## src/rtl/alu_issue_pkg.sv

```systemverilog
// Shared encodings, FSM states and the one-hot select bundle for alu_issue_ctrl.
package alu_issue_pkg;

  localparam logic [6:0] OP_R     = 7'b0110011;
  localparam logic [6:0] OP_I     = 7'b0010011;
  localparam logic [6:0] OP_BR    = 7'b1100011;

  localparam logic [2:0] F3_ADD   = 3'b000;
  localparam logic [2:0] F3_AND   = 3'b111;
  localparam logic [2:0] F3_OR    = 3'b110;
  localparam logic [2:0] F3_SLTU  = 3'b011;
  localparam logic [2:0] F3_BEQ   = 3'b000;
  localparam logic [2:0] F3_BNE   = 3'b001;

  localparam logic [6:0] F7_BASE  = 7'b0000000;
  localparam logic [6:0] F7_SUB   = 7'b0100000;

  typedef enum logic [1:0] {
    ST_IDLE = 2'd0,
    ST_EXEC = 2'd1,
    ST_RESP = 2'd2
  } state_e;

  typedef struct packed {
    logic sel_add;
    logic sel_sub;
    logic sel_and;
    logic sel_or;
    logic sel_slt;
  } alu_sel_t;

  localparam alu_sel_t SEL_NONE = 5'b00000;

endpackage

```

## src/rtl/alu_issue_decode.sv

```systemverilog
// Combinational decode of RISC-V fields into a one-hot ALU select.
// Branch decode (BEQ/BNE) exists only when ALU_BRANCH_EN is defined.
module alu_issue_decode
  import alu_issue_pkg::*;
(
  input  logic [6:0] opcode_i,
  input  logic [2:0] funct3_i,
  input  logic [6:0] funct7_i,
`ifdef ALU_BRANCH_EN
  output logic       is_beq_o,
  output logic       is_bne_o,
`endif
  output alu_sel_t   sel_o,
  output logic       use_imm_o,
  output logic       illegal_o
);

  // Decode table; anything not matched stays illegal with no select.
  always_comb begin
    sel_o     = SEL_NONE;
    use_imm_o = 1'b0;
    illegal_o = 1'b1;
`ifdef ALU_BRANCH_EN
    is_beq_o  = 1'b0;
    is_bne_o  = 1'b0;
`endif
    case (opcode_i)
      OP_R: begin
        if (funct3_i == F3_ADD && funct7_i == F7_SUB) begin
          sel_o.sel_sub = 1'b1;
          illegal_o     = 1'b0;
        end else if (funct7_i == F7_BASE) begin
          case (funct3_i)
            F3_ADD:  begin sel_o.sel_add = 1'b1; illegal_o = 1'b0; end
            F3_AND:  begin sel_o.sel_and = 1'b1; illegal_o = 1'b0; end
            F3_OR:   begin sel_o.sel_or  = 1'b1; illegal_o = 1'b0; end
            F3_SLTU: begin sel_o.sel_slt = 1'b1; illegal_o = 1'b0; end
            default: illegal_o = 1'b1;
          endcase
        end else begin
          illegal_o = 1'b1;
        end
      end
      OP_I: begin
        use_imm_o = 1'b1;
        case (funct3_i)
          F3_ADD:  begin sel_o.sel_add = 1'b1; illegal_o = 1'b0; end
          F3_AND:  begin sel_o.sel_and = 1'b1; illegal_o = 1'b0; end
          F3_OR:   begin sel_o.sel_or  = 1'b1; illegal_o = 1'b0; end
          F3_SLTU: begin sel_o.sel_slt = 1'b1; illegal_o = 1'b0; end
          default: illegal_o = 1'b1;
        endcase
      end
`ifdef ALU_BRANCH_EN
      OP_BR: begin
        case (funct3_i)
          F3_BEQ:  begin sel_o.sel_sub = 1'b1; is_beq_o = 1'b1; illegal_o = 1'b0; end
          F3_BNE:  begin sel_o.sel_sub = 1'b1; is_bne_o = 1'b1; illegal_o = 1'b0; end
          default: illegal_o = 1'b1;
        endcase
      end
`endif
      default: illegal_o = 1'b1;
    endcase
  end

endmodule

```

## src/rtl/alu_issue_ctrl.sv

```systemverilog
// Issue controller for a one-hot-select combinational ALU: IDLE -> EXEC -> RESP.
// Define ALU_BRANCH_EN to accept BEQ/BNE and drive out_taken.
module alu_issue_ctrl
  import alu_issue_pkg::*;
#(
  parameter int WIDTH = 32
) (
  input  logic             clk,
  input  logic             rst,
  input  logic             in_valid,
  output logic             in_ready,
  input  logic [6:0]       opcode,
  input  logic [2:0]       funct3,
  input  logic [6:0]       funct7,
  input  logic [WIDTH-1:0] rs1_data,
  input  logic [WIDTH-1:0] rs2_data,
  input  logic [WIDTH-1:0] imm,
  output logic [WIDTH-1:0] operand_a,
  output logic [WIDTH-1:0] operand_b,
  output logic             alu_sel_add,
  output logic             alu_sel_sub,
  output logic             alu_sel_and,
  output logic             alu_sel_or,
  output logic             alu_sel_slt,
  input  logic [WIDTH-1:0] alu_result,
  input  logic             alu_zero,
  output logic             out_valid,
  input  logic             out_ready,
  output logic [WIDTH-1:0] out_result,
  output logic             out_zero,
  output logic             out_illegal,
  output logic             out_taken
);

  state_e           state_q, state_d;
  logic [WIDTH-1:0] opa_q, opa_d, opb_q, opb_d;
  logic [WIDTH-1:0] res_q, res_d;
  alu_sel_t         sel_q, sel_d, dec_sel_s;
  logic             zero_q, zero_d, illegal_q, illegal_d;
  logic             dec_use_imm_s, dec_illegal_s;
`ifdef ALU_BRANCH_EN
  logic             dec_beq_s, dec_bne_s, beq_q, bne_q, taken_q;
`endif

  alu_issue_decode u_decode (
    .opcode_i  (opcode),
    .funct3_i  (funct3),
    .funct7_i  (funct7),
`ifdef ALU_BRANCH_EN
    .is_beq_o  (dec_beq_s),
    .is_bne_o  (dec_bne_s),
`endif
    .sel_o     (dec_sel_s),
    .use_imm_o (dec_use_imm_s),
    .illegal_o (dec_illegal_s)
  );

  // Next-state: fields are sampled only on IDLE & in_valid; selects live only in EXEC.
  always_comb begin
    state_d   = state_q;
    opa_d     = opa_q;
    opb_d     = opb_q;
    sel_d     = sel_q;
    illegal_d = illegal_q;
    res_d     = res_q;
    zero_d    = zero_q;
    case (state_q)
      ST_IDLE: begin
        if (in_valid) begin
          state_d   = ST_EXEC;
          opa_d     = rs1_data;
          opb_d     = dec_use_imm_s ? imm : rs2_data;
          sel_d     = dec_sel_s;
          illegal_d = dec_illegal_s;
        end else begin
          state_d   = ST_IDLE;
        end
      end
      ST_EXEC: begin
        state_d = ST_RESP;
        sel_d   = SEL_NONE;
        if (illegal_q) begin
          res_d  = '0;
          zero_d = 1'b1;
        end else begin
          res_d  = alu_result;
          zero_d = alu_zero;
        end
      end
      ST_RESP: begin
        if (out_ready) begin
          state_d = ST_IDLE;
        end else begin
          state_d = ST_RESP;
        end
      end
      default: begin
        state_d = ST_IDLE;
        sel_d   = SEL_NONE;
      end
    endcase
  end

  // State and datapath registers; reset aborts any op in flight.
  always_ff @(posedge clk or posedge rst) begin
    if (rst) begin
      state_q   <= ST_IDLE;
      opa_q     <= '0;
      opb_q     <= '0;
      sel_q     <= SEL_NONE;
      illegal_q <= 1'b0;
      res_q     <= '0;
      zero_q    <= 1'b0;
    end else begin
      state_q   <= state_d;
      opa_q     <= opa_d;
      opb_q     <= opb_d;
      sel_q     <= sel_d;
      illegal_q <= illegal_d;
      res_q     <= res_d;
      zero_q    <= zero_d;
    end
  end

`ifdef ALU_BRANCH_EN
  // Branch kind rides with the op; the outcome is captured alongside the result.
  always_ff @(posedge clk or posedge rst) begin
    if (rst) begin
      beq_q   <= 1'b0;
      bne_q   <= 1'b0;
      taken_q <= 1'b0;
    end else begin
      if (state_q == ST_IDLE && in_valid) begin
        beq_q <= dec_beq_s;
        bne_q <= dec_bne_s;
      end
      if (state_q == ST_EXEC) begin
        taken_q <= (beq_q & alu_zero) | (bne_q & ~alu_zero);
      end
    end
  end
  assign out_taken = taken_q;
`else
  assign out_taken = 1'b0;
`endif

  assign in_ready    = (state_q == ST_IDLE);
  assign out_valid   = (state_q == ST_RESP);
  assign operand_a   = opa_q;
  assign operand_b   = opb_q;
  assign alu_sel_add = sel_q.sel_add;
  assign alu_sel_sub = sel_q.sel_sub;
  assign alu_sel_and = sel_q.sel_and;
  assign alu_sel_or  = sel_q.sel_or;
  assign alu_sel_slt = sel_q.sel_slt;
  assign out_result  = res_q;
  assign out_zero    = zero_q;
  assign out_illegal = illegal_q;

endmodule

```

## config.mk

```make
export PLATFORM = sky130hd
export DESIGN_NAME = alu_issue_ctrl
export DESIGN_NICKNAME = d
export VERILOG_FILES = /design/src/rtl/alu_issue_pkg.sv /design/src/rtl/alu_issue_decode.sv /design/src/rtl/alu_issue_ctrl.sv
export SDC_FILE = /design/constraint.sdc
export NUM_CORES = 1
export LEC_CHECK = 0
export ABC_AREA = 1
export ABC_CLOCK_PERIOD_IN_PS = 6490
export BUFFER_PORTS_ARGS = -buffer_cell sky130_fd_sc_hd__buf_2
export CAP_MARGIN = 20
export CORE_ASPECT_RATIO = 1.2
export CORE_MARGIN = 10
export CORE_UTILIZATION = 47
export DETAILED_ROUTE_END_ITERATION = 10
export PLACE_DENSITY_LB_ADDON = 0.1
export SLEW_MARGIN = 20
export SYNTH_ARGS = -nofsm -noshare
export SYNTH_HDL_FRONTEND = slang
export SYNTH_SLANG_ARGS = --single-unit
export TNS_END_PERCENT = 1
```

## constraint.sdc

```tcl
create_clock -name clk -period 6.49 [get_ports clk]
set_input_delay 1.947 -clock clk [delete_from_list [all_inputs] [get_ports clk]]
set_output_delay 1.947 -clock clk [all_outputs]
set_load 0.01 [all_outputs]
```

==> results.tsv <==
stage	metric	value	unit
timing	worst hold slack	481	ps
critical_path	WP data required	6750	ps
finish	# fillers	838	
timing	Fin Setup TNS	0	ps
clock_network	hold buffers post-CTS	0	
route	Final ANT Viol Nets	0	
route	Pre-Repair DR Iteration Count	4	
route	total number of vias	4451	
global_routing	largest net degree at the start of global routing	70	
synth	sequential-to-total area share from yosys stat	59.0	%
timing	fin. max-slew vios	0	
synth	distinct cell type count after synthesis	18	
clock_network	htree depth	3	
finish	most frequent cells in the layout	buf_2 (254), nand2_1 (186), dfrtp_1 (105)	
clock_network	Clock Sinks	105	
critical_path	CP cell instances	buf_2, nor2_1, nand2_1, inv_1, nand2_2, nand2_1, nand2_1, nand2_1, nand2_1	
timing	fin crit share	59.8	%
global_routing	vias in the first global route	4589	
clock_network	total CTS buffers	9	
finish	final core occ	65.6	%
timing	slew margin rel.	35.1	%
critical_path	Largest stage delay, worst path	710	ps
timing	Min Clock Period, post-route	3880	ps
placement	number of buffers added on ports	254	
route	DR WL/cell	17.1	um
floorplan	starting density of the core	48.8	%
critical_path	most frequent CP cell	nand2_1	
power	PwrDens	441	mW/mm^2
power	Lkg Pwr	0.00334	uW
critical_path	critical path data arrival time	4140	ps
synth	Ys Warns	0	
floorplan	total core area	0.00913	sq mm
finish	Nets	911	
clock_network	Post CTS Setup Buffer Count	0	
clock_network	CTS tree	done	
global_routing	GRT Total Usage	21.3	%
critical_path	startpoint types	primary input	
floorplan	total I/O pin count	256	
synth	Avg Cell Area, Syn	8.49	sq um
floorplan	die width	109	um
finish	most common cell after layout, fill and taps aside	buf_2	
clock_network	Root Buffer	clkbuf_8	
route	wirelength, routed	15200	um
placement	Post-Place Cell Area	0.00574	sq mm
finish	Layout area overhead	34.3	%
global_routing	initial antenna violation count	1	
timing	skew final	6.22	ps
clock_network	CTS Buffer Depth	2	
timing	RSZ-0062 raised after global routing	false	
critical_path	Worst Setup SP	opcode[3]	
synth	register bit total from synthesis	105	
power	VDD IR max	0.000213	V
clock_network	later-pin clock latency in the skew report	360	ps
floorplan	row count	38	
route	DR DRC count	0	
status	status	finished, final reports clean	
clock_network	# resized after CTS	0	
synth	Synth Instances	525	
timing	fmax	258	MHz
floorplan	die span in y	127	um
critical_path	Crit Path Max Fanout	33	
critical_path	crit path capture type	flop	
critical_path	critical path class	primary input to flop	
timing	slew at the pin with the worst max-slew slack	972	ps
route	Initial DRC Count	237	
timing	setup violators final	0	
synth	Syn Nets	675	
finish	Final Cell Area	0.00599	sq mm
job	Max Cap Violations	0	
placement	GPL Wtd Cong	0.828	
placement	Detail Placement HPWL	11400	um
hold_path	Hold Crit Start	out_result[2]	
hold_path	Hold Crit Class	flop to flop	
critical_path	CP max-delay cell	inv_1	
route	Vias/cell	5.02	
synth	mapped cell area	0.00446	sq mm
global_routing	Remaining Overflow, GRT	0	
timing	final hold violation count	0	
floorplan	die area	0.0138	sq mm
finish	share of layout cells above drive strength 1	36.8	%
critical_path	worst r2r src	state_q[0]	
clock_network	Worst-path clk slew	90	ps
global_routing	first-pass GRT wire length	23600	um
stage by stage:
| stage | setup slack [ps] | total power [uW] | std cells |
|---|---|---|---|
| 2_1_floorplan | 1780 | 1690 | 525 |
| 3_3_place_gp | 2350 | 2140 | 870 |
| 3_5_place_dp | 2290 | 2180 | 870 |
| 4_1_cts | 2670 | 2670 | 886 |
| 5_1_grt | 2420 | 2840 | 887 |
| 6_report | 2610 | 2640 | 887 |
final cells by class:
cell class / count / area [sq um] / area share [%]
Antenna cell: 1 / 2.50 / 0.0418
Clock buffer: 11 / 141 / 2.36
Clock inverter: 5 / 103 / 1.71
Inverter: 11 / 45.0 / 0.752
Multi-Input combinational cell: 376 / 1620 / 27.0
Sequential cell: 105 / 2630 / 43.9
Tap cell: 120 / 150 / 2.51
Timing Repair Buffer: 258 / 1300 / 21.7
state kept, by name, indices dropped and copies added (netlist names):
| name | cells |
|---|---|
| operand_a | 32 |
| operand_b | 32 |
| out_result | 32 |
| state_q | 2 |
| alu_sel_add | 1 |
| alu_sel_and | 1 |
| alu_sel_or | 1 |
| alu_sel_slt | 1 |
| alu_sel_sub | 1 |
| out_illegal | 1 |
| out_zero | 1 |
power breakdown:
group          internal, uW  leakage, uW  switching [uW]
clock                   266     0.000120             215
sequential              938      0.00129             157
combinational           394      0.00194             668
total                  1600      0.00334            1040
cell usage after synthesis, drive strengths merged:
library cell  count  area (sq um)
nand2           188           711
dfrtp           105          2630
nand3            70           350
a21oi            66           330
nor2             46           178
buf              24           138
inv              11          41.3
clkbuf            9          33.8
nand3b            2          15.0
o21ai             2          10.0
conb              1          3.75
nor3b             1          18.8
path summary, 6_finish.rpt:
kind / depth (start not counted) / end / slack, ps
max in group asynchronous: 3 / operand_a[7] / 3660
setup reg to reg: 5 / operand_b[7] / 4660
setup / recovery: 9 / out_illegal / 2610
hold reg to reg: 2 / out_result[2] / 480
min in group asynchronous: 2 / operand_a[27] / 1620
hold / removal: 2 / out_result[2] / 480
worst max-delay path, delay by kind of cell:
kind	cells	cell delay, ps
buffers and inverters	2	810
and+or+nand+nor	7	1370
metal layers:
metal	wire length, um	vias to the layer above	global-route usage, %	part of all wire, %
met5	0	-	0	0
met1	5610	2072	23.9	37
li1	-	2158	-	-
met4	214	0	6.60	1.4
met3	1680	17	8.41	11
met2	7690	204	36.1	51
kinds of logic after synthesis:
group | count (synthesis) | share of synthesized area, %
flip-flops | 105 | 59.0
buffers and inverters | 44 | 4.77
AND/OR/NAND/NOR | 307 | 28.6
AO/OA/AOI/OAI | 68 | 7.64
other | 1 | 0.0841
Power figures use the tool's default switching activity.
